[src/rtl/serial_sub_pkg.sv]
// Shared definitions for the bit-serial subtractor: FSM encoding and default operand width.
package serial_sub_pkg;

  localparam int unsigned DEFAULT_WIDTH = 8;

  typedef enum logic [1:0] {
    IDLE  = 2'd0,
    SHIFT = 2'd1,
    DONE  = 2'd2
  } state_e;

endpackage

[src/rtl/fs_cell.sv]
// One-bit full subtractor; the only arithmetic element of the serial subtractor.
module fs_cell (
  input  logic x,
  input  logic y,
  input  logic bi,
  output logic d,
  output logic bo
);

  assign d  = x ^ y ^ bi;
  assign bo = (~x & y) | (~(x ^ y) & bi);

endmodule

[src/rtl/serial_subtractor.sv]
// Bit-serial a - b - bin: one fs_cell iterated LSB first over WIDTH cycles, result held until taken.
module serial_subtractor
  import serial_sub_pkg::*;
#(
  parameter int unsigned WIDTH = DEFAULT_WIDTH
) (
  input  logic             clk,
  input  logic             rst,
  input  logic             in_valid,
  output logic             in_ready,
  input  logic [WIDTH-1:0] a,
  input  logic [WIDTH-1:0] b,
  input  logic             bin,
  output logic             out_valid,
  input  logic             out_ready,
  output logic [WIDTH-1:0] diff,
  output logic             bout,
  output logic             zero
);

  localparam int unsigned CNT_W = $clog2(WIDTH + 1);

  if (WIDTH < 1 || WIDTH > 32) begin : g_width_check
    $error("serial_subtractor: WIDTH must be within 1..32");
  end

  state_e           state_q;
  logic [WIDTH-1:0] a_q;
  logic [WIDTH-1:0] b_q;
  logic [WIDTH-1:0] res_q;
  logic [WIDTH-1:0] diff_q;
  logic [CNT_W-1:0] cnt_q;
  logic             borrow_q;
  logic             bout_q;
  logic             zero_q;
  logic             in_ready_q;
  logic             out_valid_q;

  logic [WIDTH-1:0] a_d;
  logic [WIDTH-1:0] b_d;
  logic [WIDTH-1:0] res_d;
  logic             cell_d;
  logic             cell_bo;
  logic             last_bit;

  fs_cell u_fs_cell (
    .x  (a_q[0]),
    .y  (b_q[0]),
    .bi (borrow_q),
    .d  (cell_d),
    .bo (cell_bo)
  );

  // Next shift-register contents; the diff bit enters the result from the MSB side.
  always_comb begin
    a_d            = a_q >> 1;
    b_d            = b_q >> 1;
    res_d          = res_q >> 1;
    res_d[WIDTH-1] = cell_d;
  end

  assign last_bit = (cnt_q == CNT_W'(WIDTH - 1));

  always_ff @(posedge clk) begin
    if (rst) begin
      state_q     <= IDLE;
      a_q         <= '0;
      b_q         <= '0;
      res_q       <= '0;
      diff_q      <= '0;
      cnt_q       <= '0;
      borrow_q    <= 1'b0;
      bout_q      <= 1'b0;
      zero_q      <= 1'b0;
      in_ready_q  <= 1'b1;
      out_valid_q <= 1'b0;
    end else begin
      case (state_q)
        IDLE: begin
          if (in_valid && in_ready_q) begin
            a_q        <= a;
            b_q        <= b;
            borrow_q   <= bin;
            cnt_q      <= '0;
            in_ready_q <= 1'b0;
            state_q    <= SHIFT;
          end
        end
        SHIFT: begin
          a_q      <= a_d;
          b_q      <= b_d;
          res_q    <= res_d;
          borrow_q <= cell_bo;
          cnt_q    <= cnt_q + 1'b1;
          // Publish on the final bit so out_valid rises exactly as SHIFT ends.
          if (last_bit) begin
            diff_q      <= res_d;
            bout_q      <= cell_bo;
            zero_q      <= (res_d == '0);
            out_valid_q <= 1'b1;
            state_q     <= DONE;
          end
        end
        DONE: begin
          if (out_ready) begin
            out_valid_q <= 1'b0;
            in_ready_q  <= 1'b1;
            state_q     <= IDLE;
          end
        end
        default: begin
          out_valid_q <= 1'b0;
          in_ready_q  <= 1'b1;
          state_q     <= IDLE;
        end
      endcase
    end
  end

  assign in_ready  = in_ready_q;
  assign out_valid = out_valid_q;
  assign diff      = diff_q;
  assign bout      = bout_q;
  assign zero      = zero_q;

endmodule
[config.mk]
export PLATFORM = sky130hd
export DESIGN_NAME = serial_subtractor
export DESIGN_NICKNAME = d
export VERILOG_FILES = /design/src/rtl/serial_sub_pkg.sv /design/src/rtl/fs_cell.sv /design/src/rtl/serial_subtractor.sv
export SDC_FILE = /design/constraint.sdc
export NUM_CORES = 1
export LEC_CHECK = 0
export CAP_MARGIN = 15
export CORE_MARGIN = 1
export CORE_UTILIZATION = 40
export DETAILED_ROUTE_END_ITERATION = 10
export GPL_TIMING_DRIVEN = 0
export SYNTH_ARGS = -nofsm -noshare
export SYNTH_HDL_FRONTEND = slang
export SYNTH_SLANG_ARGS = --single-unit
export TNS_END_PERCENT = 20
[constraint.sdc]
create_clock -name clk -period 3.8 [get_ports clk]
set_input_delay 0.38 -clock clk [delete_from_list [all_inputs] [get_ports clk]]
set_output_delay 0.38 -clock clk [all_outputs]
set_load 0.005 [all_outputs]
* After elaboration in Yosys (flattened, before gate mapping)
Cells that the tools add are included.
Operators by class: $add $sub $neg 1, equal/unequal tests 6, muxes and demuxes 18, bitwise gates (word level) 9, reductions and logical operators 9
Operators by type and width (count):
- 8-bit case mux with 2 select lines | 2
- 8-bit 2-to-1 mux | 2
- 3-bit AND reduction | 3
- 8-bit zero test | 1
- 4-bit case mux with 2 select lines | 1
- 2-bit 2-to-1 mux | 3
- 2-bit inequality test, second input constant | 3
- 1-bit case mux with 3 select lines | 2
- 2-bit case mux with 3 select lines | 1
- 1-bit 2-to-1 mux | 5
- 4-bit by 1-bit adder with 4-bit output, second input constant | 1
- 4-bit by 3-bit == test with 1-bit output, second input constant | 1
- 4-bit 2-to-1 mux | 1
- 1-bit inverter | 4
- 2-bit AND reduction | 2
- 1-bit bitwise AND | 2
- 2-bit by 1-bit == test with 1-bit output, second input constant | 1
- 2-bit == test, second input constant | 1
- 2-bit zero test | 1
- 1-bit case mux with 2 select lines | 1
- 2-bit nonzero test | 1
- 1-bit bitwise XOR | 2
- 1-bit logical AND | 1
- 1-bit OR | 1
Storage, ports and cells: register bits 43, input port bits 21, output and inout bits 12, logic and storage cells 54

* Logic depth before layout (Yosys ltp)
depth in word-level cells 5, gate-level depth with buffers 6, mapped depth without buffers 5

* By module
From an unflattened synthesis, not the netlist that was laid out.
Unflattened totals: cells, all modules 203, area total of the unflattened synthesis 1844.3 um2
By module, submodules not included:
- serial_subtractor | instances 1, cells each 199, area an instance 1813.0 um2, sequential area each 840.8 um2
- fs_cell | instances 1, cells each 4, area an instance 31.3 um2, sequential area each 0.0 um2

* Worst setup path before layout
Ideal clock, no wire load.
path kind register -> register, from reg b_q[0], to reg borrow_q, setup time 0.095 ns, data arrival time 1.246 ns, required time 3.705 ns, setup slack 2.458 ns, cell stages (with the launch flop) 6, path buffers 0, period minus slack after synthesis 1.342 ns, path through dfxtp_1 > inv_1 > fa_1 > nor3b_1 > a21oi_1 > a221oi_1
Between the ends: longest elaborated chain between the ends 5, elaborated cells between the ends (all ways) 6, classes of those cells mux (1); bitwise (5)
Ends and longest elaborated chain:
- start, declared | line serial_subtractor.sv:29 | logic [WIDTH-1:0] b_q;
- start signal, assigned | line serial_subtractor.sv:68 | b_q <= '0;
- start signal, assigned | line serial_subtractor.sv:82 | b_q <= b;
- start signal, assigned | line serial_subtractor.sv:91 | b_q <= b_d;
- 1-bit bitwise XOR | line fs_cell.sv:11 | assign bo = (~x & y) | (~(x ^ y) & bi);
- 1-bit inverter | line fs_cell.sv:11
- 1-bit bitwise AND | line fs_cell.sv:11
- 1-bit OR (*) | line fs_cell.sv:11
- 1-bit case mux with 2 select lines (*) | line serial_subtractor.sv:78 | case (state_q)
- end signal, assigned | line serial_subtractor.sv:83 | borrow_q <= bin;
- end signal, assigned | line serial_subtractor.sv:93 | borrow_q <= cell_bo;
- end, declared | line serial_subtractor.sv:33 | logic borrow_q;
Mark *: on every way between the ends. The rest lies on a longest branch, timed or not. A chain may end at the register's enable or synchronous reset.

* Worst setup path in the final report
from in in_valid, to reg b_q[3]
Between the ends: longest elaborated chain between the ends 3
Ends and longest elaborated chain:
- start, declared | line serial_subtractor.sv:9 | input logic in_valid,
- 1-bit logical AND | line serial_subtractor.sv:80 | if (in_valid && in_ready_q) begin
- 2-bit inequality test (no line)
- 2-bit AND reduction (no line)
Every way passes these cells.

==> metrics.md <==
| Metric | Value |
|---|---|
| Status | complete, but fails checks |
| Violated checks | design-rule violations |
| Number of buffers inserted for hold repair after clock tree synthesis | 0 |
| Number of inserted diodes | 0 |
| CTS tree | done |
| Cell internal pwr | around 680 µW |
| Mean number of vias per cell | 5.27 |
| Clock skew | 0.00404 ns |
| Worst hold start | bout |
| Post-layout util | between 50% and 60% |
| Number of endpoints with negative hold slack in the final report | 0 |
| Delay of the slowest critical-path stage | about 0.54 ns |
| Ratio of total power to cell area | between 300 and 400 nW/µm² |
| Startpoint-to-endpoint class of the critical path | in -> reg |
| Flop and latch count out of synthesis | 42 |
| Final Net Count | 268 |
| Clk sinks | 42 |
| Fraction of layout cells with a size suffix above 1 | slightly above 8% |
| Slew Limit Headroom | between 60% and 70% |
| CP max FO | 10 |
| Congestion Overflow GR | 0 |
| Buf+Inv Stages, Crit Path | 2 |
| F_max | between 0.5 and 0.6 GHz |
| Post-route antenna net violation count | 0 |
| Number of I/O pins | 33 |
| Hold slack | about 0.46 ns |
| Standard-cell rows | 24 |
| Antenna violations before repair | 0 |
| Root buffer cell | clkbuf_8 |
| Unrepaired setup endpoints after global routing | false |
| WL per Instance | around 13 µm |
| Overall via count from detail_route | approximately 1600 |
| Post-route minimum period | 1.75 ns |
| Count of instances resized after the clock tree is built | 0 |
| Die Area | 5030 µm² |
| Area inside the core boundary | roughly 4500 µm² |
| Switching power total | between 200 and 250 µW |
| Maximum number of pins on one net before global-route repair | 12 |
| Total power | roughly 920 µW |
| Avg Cell Area, Syn | a little over 9 µm² |
| Later-pin clock latency in the skew report | just under 0.3 ns |
| Post-detail-place hpwl | ~2.8 mm |
| Instance area at placement | 2290 µm² |
| First-pass GRT wire length | ~6.8 mm |
| Sequential cell area fraction in the yosys report | ~44% |
| Cell at the slowest stage of the critical path | clkdlybuf4s50_1 |
| Static Leak | about 0.89 nW |
| Reg-to-reg setup timing slack | 2.24 ns |
| Critical Path Sink Type | flip-flop |
| Slew of the pin with the lowest slew margin | between 0.5 and 0.6 ns |
| Maximum root-to-sink buffer count | 2 |
| Launch point of the worst reg-to-reg path | in_ready |
| Sequential share of power | 52.2% |
| Worst EP required | between 3 and 4 ns |
| Commonest non-fill, non-tap cell in the layout | dfxtp_1 |
| Comb pwr share | between 10% and 20% |
| Finished Cell Area | roughly 2400 µm² |
| Pre-Repair DR Iteration Count | 8 |
| Final worst-path cycle share | 46.1% |
| Startpoint kind of the worst setup timing path | input pin |
| Cell depth of the worst flop-to-flop path | 4 |
| Min-Delay Path Class | reg -> reg |
| Hold Path End | bout |
| Syn nets | approximately 230 |
| Initial DRC count | around 120 |
| Die W | 71.0 µm |
| Cell area after synthesis | roughly 1900 µm² |
| Final worst slack | 2.05 ns |
| Final count of negative-setup-slack endpoints | 0 |
| Number of remaining DRC errors | 6 |
| Global Route Usage Sum | around 18% |
| Critical path cell sequence | clkdlybuf4s50_1 > a21oi_2 > nor2_1 > buf_2 > a221oi_1 |
| Starting utilization of the core area | between 40 and 50% |
| Last weighted congestion value of the routability-driven placer | ~0.7 |
| Peak supply drop | roughly 0.16 mV |
| Number of standard cells after synthesis | between 200 and 250 |
| Critical path's top delay family | buffers and inverters |
| Clock input transition at the sequential cells of the worst setup and hold paths | ~0.07 ns |
| H-Tree Level Count | 2 |
| Number of setup buffers added after CTS | 0 |
| Vert. Die Dim | just over 70 µm |
| Area added between synthesis and finish | 24.6% |
| # Max-Cap Violations | 0 |
| Max-slew violation count | 0 |
| Power share of the clock group | a little under a third |
| Number of buffers created by CTS | 5 |
| Number of global-route vias before repair | approximately 1400 |
| Dpl cells | 290 |
| Commonest cells after routing, fill and taps aside | dfxtp_1 (42), clkdlybuf4s50_1 (32), mux2i_1 (23) |
| Count of placed standard cells in the final layout, fillers left out | between 200 and 300 |
| Sw frac | about 26% |
| Accumulated negative setup slack | 0 ns |
| Yosys cell types | 31 |
| Minimum setup slack after placement | about 1.7 ns |
| Critical R2R Capture | b_q[3] |
| Number of buffers inserted by port buffering | 32 |
| Worst path arrival time | ~1.9 ns |
| Yosys Warn Count | 0 |
| Count of cells along the worst hold path | 2 |
| Final routed wirelength across all metal layers | 3.98 mm |
==> cells in the mapped netlist <==
master	n	area [µm²]
dfxtp_1	42	841
mux2i_1	23	230
nor2_1	21	78.8
nand2b_1	19	119
nand2_1	18	67.6
a21oi_1	15	75.1
a221oi_1	13	114
clkbuf_1	7	26.3
nand3_1	7	35.0
buf_2	5	25.0
o21ai_0	5	25.0
inv_1	4	15.0
nor3_1	3	15.0
a211oi_1	2	15.0
a221oi_2	2	30.0
buf_4	2	15.0
buf_6	2	22.5
nor2b_1	2	12.5
nor4_1	2	12.5
a21oi_2	1	8.76
a31oi_1	1	6.26
and4_1	1	8.76
buf_12	1	20.0
fa_1	1	20.0
ha_1	1	12.5
nand4_1	1	6.26
nor3b_1	1	7.51
nor3b_2	1	12.5
nor4bb_1	1	10.0
o21bai_1	1	7.51
o31ai_1	1	7.51
==> layout make-up <==
| cell class | instances | area (µm²) |
|---|---|---|
| plain buffers | 17 | 109 |
| fillers | 429 | 2100 |
| clock buffers | 6 | 82.6 |
| multi-input cells | 143 | 937 |
| inverters | 4 | 15.0 |
| flip-flops and latches | 42 | 841 |
| repair buffers | 32 | 320 |
| well taps | 52 | 65.1 |
==> worst max-delay path by stage <==
stage                   from  endpoint  slack (ns)  cells past startpoint
floorplan             b_q[0]  borrow_q        2.46                      5
global placement    in_valid    b_q[1]        1.71                      5
detailed placement  in_valid    b_q[3]        1.71                      5
CTS                 in_valid    b_q[1]        2.05                      5
global route        in_valid    a_q[5]        1.88                      5
finish              in_valid    b_q[3]        2.05                      5
==> power groups by stage <==
stage | registers (mW) | clock network (mW) | logic (mW)
finish | 0.480 | 0.286 | 0.153
global placement | 0.491 | 0 | 0.154
floorplan | 0.487 | 0 | 0.105
CTS | 0.480 | 0.295 | 0.155
detailed placement | 0.491 | 0 | 0.155
global route | 0.484 | 0.313 | 0.171
==> logic make-up (layout without fill, tap and decap cells) <==
group | after synthesis | in the layout | synth area share, %
flops | 42 | 42 | 44.2
buf+inv | 21 | 59 | 6.51
compound gates | 41 | 41 | 15.2
simple gates | 77 | 77 | 20.3
fa+ha+maj | 2 | 2 | 1.71
mux | 23 | 23 | 12.1
==> metal layers <==
layer	track usage, %	vias to the layer above	share of wire, %
li1	-	797	-
met1	24.9	723	52
met2	25.7	32	42
met3	3.42	7	3.6
met4	8.00	0	1.6
met5	0	-	0
==> state kept, by name, summed over array words and instances, names as in the netlist <==
name,count
a_q,8
b_q,8
diff,8
res_q,7
cnt_q,4
state_q,2
borrow_q,1
bout,1
in_ready,1
out_valid,1
zero,1
==> tightest hold or removal path, cell delays in order (launching register included) <==
cell and delay [ns]:
dfxtp_1 0.31, inv_1 0.05, a211oi_1 0.06
No activity file was read; power rests on OpenSTA's default activity.
